==> config.mk <==
export PLATFORM = sky130hd
export DESIGN_NAME = fx_bus_hub
export DESIGN_NICKNAME = d
export VERILOG_FILES = /design/src/rtl/fx_pkg.sv /design/src/rtl/fx_sat_cnt.sv /design/src/rtl/fx_bus_hub.sv
export SDC_FILE = /design/constraint.sdc
export NUM_CORES = 1
export LEC_CHECK = 0
export CORE_AREA = 2 2 99 101
export CTS_BUF_LIST = sky130_fd_sc_hd__clkbuf_4
export DETAILED_ROUTE_END_ITERATION = 16
export DIE_AREA = 0 0 101 103
export GPL_TIMING_DRIVEN = 0
export SETUP_SLACK_MARGIN = 0.05
export SYNTH_ARGS = -nofsm -noshare
export SYNTH_HDL_FRONTEND = slang
export SYNTH_HIERARCHICAL = 1
export SYNTH_SLANG_ARGS = --single-unit
==> constraint.sdc <==
create_clock -name clk_sys -period 1.9 [get_ports clk_sys]
set_input_delay 0.38 -clock clk_sys [delete_from_list [all_inputs] [get_ports clk_sys]]
set_output_delay 0.38 -clock clk_sys [all_outputs]
set_load 0.005 [all_outputs]
==> src/rtl/fx_pkg.sv <==
// Shared definitions for the fx bus hub: address field positions, hub
// register map, read FSM states and the decode result record.
package fx_pkg;

  // mod_id field inside a 16-bit fx bus address
  localparam int FX_ID_MSB = 13;
  localparam int FX_ID_LSB = 8;
  localparam int FX_ID_W   = FX_ID_MSB - FX_ID_LSB + 1;

  // Width of a slave index (up to 16 slaves)
  localparam int SEL_W = 4;

  // Width of the read latency down-counter (RD_LAT up to 7)
  localparam int LAT_W = 3;

  // Hub register offsets (read side)
  localparam logic [7:0] HUB_OFF_STATUS   = 8'h00;
  localparam logic [7:0] HUB_OFF_CNT_RD   = 8'h01;
  localparam logic [7:0] HUB_OFF_CNT_MISS = 8'h02;
  localparam logic [7:0] HUB_OFF_CNT_DROP = 8'h03;

  // Hub control register (write side): bit 0 clears all counters
  localparam logic [7:0] HUB_OFF_CTRL = 8'h00;

  // Read FSM states
  typedef enum logic [1:0] {
    IDLE = 2'd0,
    WAIT = 2'd1,
    RESP = 2'd2
  } fx_state_e;

  // Result of decoding one address: slave hit (with index) or hub hit.
  // Neither flag set means the address is unmapped.
  typedef struct packed {
    logic             slv;
    logic             hub;
    logic [SEL_W-1:0] idx;
  } fx_dec_t;

endpackage

==> src/rtl/fx_sat_cnt.sv <==
// Saturating up-counter with synchronous clear. Clear has priority over
// increment; the count sticks at all-ones instead of wrapping.
module fx_sat_cnt #(
  parameter int W = 8
) (
  input  logic         clk_sys,
  input  logic         rst_n,
  input  logic         clr,
  input  logic         inc,
  output logic [W-1:0] q
);

  // Count register: clear wins, then saturating increment
  always_ff @(posedge clk_sys or negedge rst_n) begin
    if (!rst_n) begin
      q <= '0;
    end else if (clr) begin
      q <= '0;
    end else if (inc && (q != {W{1'b1}})) begin
      q <= q + 1'b1;
    end
  end

endmodule

==> src/rtl/fx_bus_hub.sv <==
// fx bus hub: joins the fx bus master to N_SLV fx slaves. Decodes mod_id
// from the bus address, generates registered one-hot write strobes, and
// returns the addressed slave's read data (or a hub register, or ERR_Q for
// an unmapped read) RD_LAT+1 cycles after the read strobe. Only one read is
// outstanding; a read arriving while busy is dropped and counted.
module fx_bus_hub
  import fx_pkg::*;
#(
  parameter int                 N_SLV   = 4,
  parameter logic [N_SLV*6-1:0] MOD_IDS = {6'h35, 6'h34, 6'h33, 6'h32},
  parameter logic [5:0]         HUB_ID  = 6'h31,
  parameter int                 RD_LAT  = 2,
  parameter logic [7:0]         ERR_Q   = 8'hEE
) (
  input  logic               clk_sys,
  input  logic               rst_n,
  input  logic [15:0]        fx_waddr,
  input  logic               fx_wr,
  input  logic [7:0]         fx_data,
  input  logic               fx_rd,
  input  logic [15:0]        fx_raddr,
  input  logic [N_SLV*8-1:0] fx_q_s,
  output logic [N_SLV-1:0]   fx_wr_sel,
  output logic [7:0]         fx_q,
  output logic               fx_q_vld,
  output logic               fx_err,
  output logic               busy
);

  localparam logic [LAT_W-1:0] LAT_INIT   = LAT_W'(RD_LAT - 1);
  localparam logic [7:0]       HUB_STATUS = {4'h0, 4'(N_SLV - 1)};

  // Priority decode: scanning from the top down lets the lowest matching
  // index overwrite any higher one, so duplicates resolve to the lowest.
  function automatic fx_dec_t decode(input logic [FX_ID_W-1:0] id);
    fx_dec_t d;
    d = '0;
    for (int i = N_SLV - 1; i >= 0; i--) begin
      if (id == MOD_IDS[FX_ID_W*i +: FX_ID_W]) begin
        d.slv = 1'b1;
        d.idx = SEL_W'(i);
      end
    end
    d.hub = !d.slv && (id == HUB_ID);
    return d;
  endfunction

  fx_dec_t          rd_dec;
  fx_dec_t          wr_dec;
  logic             rd_accept;
  logic             rd_drop;
  logic             rd_miss;
  logic             wr_miss;
  logic             cnt_clr;
  logic             miss_inc;

  fx_state_e        state_q;
  fx_state_e        state_d;
  logic [LAT_W-1:0] lat_q;
  logic [LAT_W-1:0] lat_d;
  logic             load;
  logic             resp_fire;

  logic [SEL_W-1:0] sel_q;
  logic             hub_q;
  logic             miss_q;
  logic [7:0]       off_q;

  logic [7:0]       cnt_rd;
  logic [7:0]       cnt_miss;
  logic [7:0]       cnt_drop;

  logic [7:0]       slv_data;
  logic [7:0]       hub_data;
  logic [7:0]       resp_data;
  logic [N_SLV-1:0] wr_sel_d;

  // Address bits the hub does not interpret; the slaves see the full buses.
  logic unused_bits;
  assign unused_bits = ^{fx_waddr[15:14], fx_raddr[15:14], fx_data[7:1]};

  // Address decode and request classification
  always_comb begin
    rd_dec    = decode(fx_raddr[FX_ID_MSB:FX_ID_LSB]);
    wr_dec    = decode(fx_waddr[FX_ID_MSB:FX_ID_LSB]);
    rd_miss   = !rd_dec.slv && !rd_dec.hub;
    wr_miss   = !wr_dec.slv && !wr_dec.hub;
    rd_accept = fx_rd && !busy;
    rd_drop   = fx_rd && busy;
    cnt_clr   = fx_wr && wr_dec.hub && (fx_waddr[7:0] == HUB_OFF_CTRL) && fx_data[0];
    miss_inc  = (rd_accept && rd_miss) || (fx_wr && wr_miss);
  end

  // Busy covers the latency window only; the response cycle can accept again.
  assign busy = (state_q == WAIT);

  // Read FSM next-state logic
  // NOTE: every signal assigned in this block gets a default first, so no
  // path leaves it unassigned and no latch is inferred.
  always_comb begin
    state_d   = state_q;
    lat_d     = lat_q;
    load      = 1'b0;
    resp_fire = 1'b0;
    case (state_q)
      IDLE, RESP: begin
        if (rd_accept) begin
          load    = 1'b1;
          lat_d   = LAT_INIT;
          state_d = WAIT;
        end else begin
          state_d = IDLE;
        end
      end
      WAIT: begin
        if (lat_q == '0) begin
          resp_fire = 1'b1;
          state_d   = RESP;
        end else begin
          lat_d = lat_q - 1'b1;
        end
      end
      default: state_d = IDLE;
    endcase
  end

  // Read FSM state and latency counter registers
  // NOTE: sequential state always uses non-blocking assignments so every
  // register samples the pre-edge values of the others.
  always_ff @(posedge clk_sys or negedge rst_n) begin
    if (!rst_n) begin
      state_q <= IDLE;
      lat_q   <= '0;
    end else begin
      state_q <= state_d;
      lat_q   <= lat_d;
    end
  end

  // Latch the accepted read request for use at response time
  // NOTE: these fields are only consumed after a load, but they are still
  // reset so no X ever reaches the response mux after power-up.
  always_ff @(posedge clk_sys or negedge rst_n) begin
    if (!rst_n) begin
      sel_q  <= '0;
      hub_q  <= 1'b0;
      miss_q <= 1'b0;
      off_q  <= '0;
    end else if (load) begin
      sel_q  <= rd_dec.idx;
      hub_q  <= rd_dec.hub;
      miss_q <= rd_miss;
      off_q  <= fx_raddr[7:0];
    end
  end

  // Slave read mux indexed by the latched slave index
  always_comb begin
    slv_data = '0;
    for (int i = 0; i < N_SLV; i++) begin
      if (sel_q == SEL_W'(i)) begin
        slv_data = fx_q_s[8*i +: 8];
      end
    end
  end

  // Hub register read mux; counters are sampled at response time
  always_comb begin
    case (off_q)
      HUB_OFF_STATUS:   hub_data = HUB_STATUS;
      HUB_OFF_CNT_RD:   hub_data = cnt_rd;
      HUB_OFF_CNT_MISS: hub_data = cnt_miss;
      HUB_OFF_CNT_DROP: hub_data = cnt_drop;
      default:          hub_data = 8'h00;
    endcase
  end

  // Response source select
  always_comb begin
    if (miss_q) begin
      resp_data = ERR_Q;
    end else if (hub_q) begin
      resp_data = hub_data;
    end else begin
      resp_data = slv_data;
    end
  end

  // Response registers: fx_q holds until the next response
  always_ff @(posedge clk_sys or negedge rst_n) begin
    if (!rst_n) begin
      fx_q     <= '0;
      fx_q_vld <= 1'b0;
      fx_err   <= 1'b0;
    end else begin
      fx_q_vld <= resp_fire;
      fx_err   <= resp_fire && miss_q;
      if (resp_fire) begin
        fx_q <= resp_data;
      end
    end
  end

  // One-hot write strobe for the decoded slave
  always_comb begin
    wr_sel_d = '0;
    for (int i = 0; i < N_SLV; i++) begin
      wr_sel_d[i] = fx_wr && wr_dec.slv && (wr_dec.idx == SEL_W'(i));
    end
  end

  // Write strobe register: high for exactly the cycle after fx_wr
  always_ff @(posedge clk_sys or negedge rst_n) begin
    if (!rst_n) begin
      fx_wr_sel <= '0;
    end else begin
      fx_wr_sel <= wr_sel_d;
    end
  end

  fx_sat_cnt #(.W(8)) u_cnt_rd (
    .clk_sys (clk_sys),
    .rst_n   (rst_n),
    .clr     (cnt_clr),
    .inc     (rd_accept),
    .q       (cnt_rd)
  );

  fx_sat_cnt #(.W(8)) u_cnt_miss (
    .clk_sys (clk_sys),
    .rst_n   (rst_n),
    .clr     (cnt_clr),
    .inc     (miss_inc),
    .q       (cnt_miss)
  );

  fx_sat_cnt #(.W(8)) u_cnt_drop (
    .clk_sys (clk_sys),
    .rst_n   (rst_n),
    .clr     (cnt_clr),
    .inc     (rd_drop),
    .q       (cnt_drop)
  );

endmodule

==> impl_metrics.ini, run 1 <==
[floorplanning]
ios = 91
die_area_um2 = 10400
chipWidth_um = 101
initial_core_util_pct = 33.8
die_h_um = 103
core-area_um2 = 9460
rows = 36

[timing]
fin_crit_sh_pct = 94.8
worst_pin_slew_ns = 0.625
slew_headroom_pct = 58.3
hold_viol = 0
min_period_ns = 1.80
drv_slew = 0
setup_viol = 0
clock.fmax_mhz = 555
grt_setup_unrepaired = true
fin_skew_ns = 0.0221

[worst_setup_path]
cp.required_ns = 2.19
critPathLaunchType = input pin
worstPathArrival_ns = 2.09
path_class = input pin to flip-flop
crit_path_end_kind = flip-flop
r2r_slack_ns = 0.1
worstPathMaxFanout = 7

[yosys]
yosysMostFrequentCell = dfrtp_1
ys_warn_count = 6
synthTopCellsByArea = dfrtp_1 43%, mux2_2 6.7%, nand2_1 5.5%
synth_edf_count = 0
synth_ff_type = dfrtp_1
synth_common_cells = 55 x dfrtp_1, 47 x nand2_1, 19 x mux2_2
synth-seq-cells = 55
syn_area_um2 = 3200
avgSynthCellArea_um2 = 9.53
synth_fp_nets = 417
ys_seq_area_share_pct = 43.0
synthCells = 336
yosysTopAreaCell = dfrtp_1
synth_top_area_share_pct = 43.0
postSynth.asyncResetShare_pct = 100
synthDistinctLibCells = 51

[finish]
final_cells = 544
final_util_pct = 46.7
diodes = 0
syn_to_final_growth_pct = 38.0
drive_gt1_share_pct = 16.7
layout.nets = 510
design_area_um2 = 4420
fill_cells = 909

[cts]
numCtsBuffers = 5
clock_latency_ns = 0.39
cts_sinks = 55
h-tree-depth = 2
cts_root_buffer = clkbuf_4
cts_buffer_depth = 2
clkTransAtPathRegs_ns = 0.18
tritoncts = done

[placed_design]
place_congestion = 0.861
port-buffer-count = 79
dp.cells = 530
dp_hpwl_um = 6190
placed_area_um2 = 4160

[global_routing]
antenna_found_initial = 0
met3_usage_pct = 2.85
grt_usage_pct = 16.4
use_met2_pct = 30.5
busiest_layer = met2
gr-usage-met1_pct = 20.1
grt_max_degree = 33
grt_pass1_vias = 2894
grt-ovfl-total = 0
grt_pass1_wl_um = 13700

[drt]
num_vias = 2856
wl_per_cell_um = 15.0
ant_nets = 0
drt-initial-drc-count = 103
routed_wl_um = 8170
first_pass_iters = 4
drcViolationCount = 0
viasPerCell = 5.25

[hold_path]
min_path_type = input pin to flip-flop

[power_and_ir_drop]
leakagePower_nw = 1.83
power_density_nw_per_um2 = 1120
power_mw = 4.95
ir_drop_v = 0.000437

[status]
status = complete, no violations

[flow_run]
drv_cap = 0
[what timing repair did]
item / CTS / global route
endpoints found under the hold margin: 20 / 0
hold buffers: 1 / 0
pin swaps: 1 / 3
endpoints found under the setup margin: 27 / 15
setup buffers: 2 / 3
resized for setup: 24 / 22
[stage by stage]
stage | hold WS, ns | setup TNS, ns | setup WS, ns
floorplan | 0.0844 | 0 | 0.0259
global placement | 0.462 | -88.20 | -1.40
detailed placement | 0.427 | -12.06 | -0.677
CTS | 0.416 | 0 | 0.0260
global route | 0.347 | -0.00566 | -0.00566
finish | 0.349 | 0 | 0.0979
[cell usage in the layout (no fill, tap or decap), types with 11 or more instances in the layout]
master,count
clkdlybuf4s50_1,73
dfrtp_1,54
nand2_1,47
mux2_2,19
nor2_1,17
nor3_1,15
inv_1,14
nor2b_1,12
nand2b_1,11
mux2i_1,11
[layer usage]
layer / vias to the layer above / share of wire (%)
li1: 1402 / -
met2: 65 / 52
met5: - / 0
met4: 0 / 0.91
met3: 6 / 4.1
met1: 1383 / 43
[report_power, final]
part / switching (mW) / total, mW / internal (mW)
registers: 0.466 / 2.09 / 1.62
logic: 1.15 / 2.32 / 1.17
clock network: 0.397 / 0.546 / 0.149
total: 2.01 / 4.95 / 2.94
[area by class of cell]
type | count | area, um2 | share of cell area, %
Inverter | 16 | 62.6 | 1.42
Clock buffer | 5 | 37.5 | 0.849
Tap cell | 114 | 143 | 3.23
Multi-Input combinational cell | 249 | 1790 | 40.5
Sequential cell | 55 | 1380 | 31.2
Timing Repair Buffer | 86 | 862 | 19.5
Clock inverter | 3 | 23.8 | 0.538
Buffer | 16 | 124 | 2.80
[cell families (layout without fill, tap and decap cells)]
family,Yosys count,count (layout),share of synthesized area [%]
AND/OR/NAND/NOR,152,152,25.2
AO/OA/AOI/OAI,58,58,13.2
flip-flops,55,55,43.0
multiplexers,32,32,11.6
buffers and inverters,32,126,4.45
adder cells (fa/ha/maj),5,5,1.95
XOR/XNOR,2,2,0.547
[registers in the layout (all words and copies together) (netlist names), 3 cells and up]
register / flops
lat_q: 3
off_q: 8
u_cnt_drop/q: 8
fx_q: 8
u_cnt_rd/q: 8
fx_wr_sel: 4
u_cnt_miss/q: 8
[path summary, 6_finish.rpt]
kind                                           startpoint  cells after the start                     endpoint
worst max-delay path                         fx_waddr[12]                      7  u_cnt_miss/q[0]$_DFFE_PN0P_
worst min-delay path                          fx_raddr[9]                      2            hub_q$_DFFE_PN0P_
worst max register to register  u_cnt_rd/q[0]$_DFFE_PN0P_                      4    u_cnt_rd/q[0]$_DFFE_PN0P_
worst min register to register       off_q[5]$_DFFE_PN0P_                      2         off_q[5]$_DFFE_PN0P_
max in group asynchronous                           rst_n                      3  u_cnt_miss/q[4]$_DFFE_PN0P_
min in group asynchronous                           rst_n                      2         off_q[2]$_DFFE_PN0P_
[critical path, cell delays in order]
cell and delay (ns):
clkdlybuf4s50_1 0.51, nand2_1 0.08, a2111oi_2 0.38, o22ai_2 0.11
buf_4 0.18, a21boi_2 0.18, mux2_2 0.28
No activity file was read; power rests on OpenSTA's default activity.
==> run 2: changes to the inputs <==
Settings changed: HOLD_SLACK_MARGIN from default to 0.12.
==> results of run 2 <==
No change in the layout: final DEF, timing and power equal those of run 1.
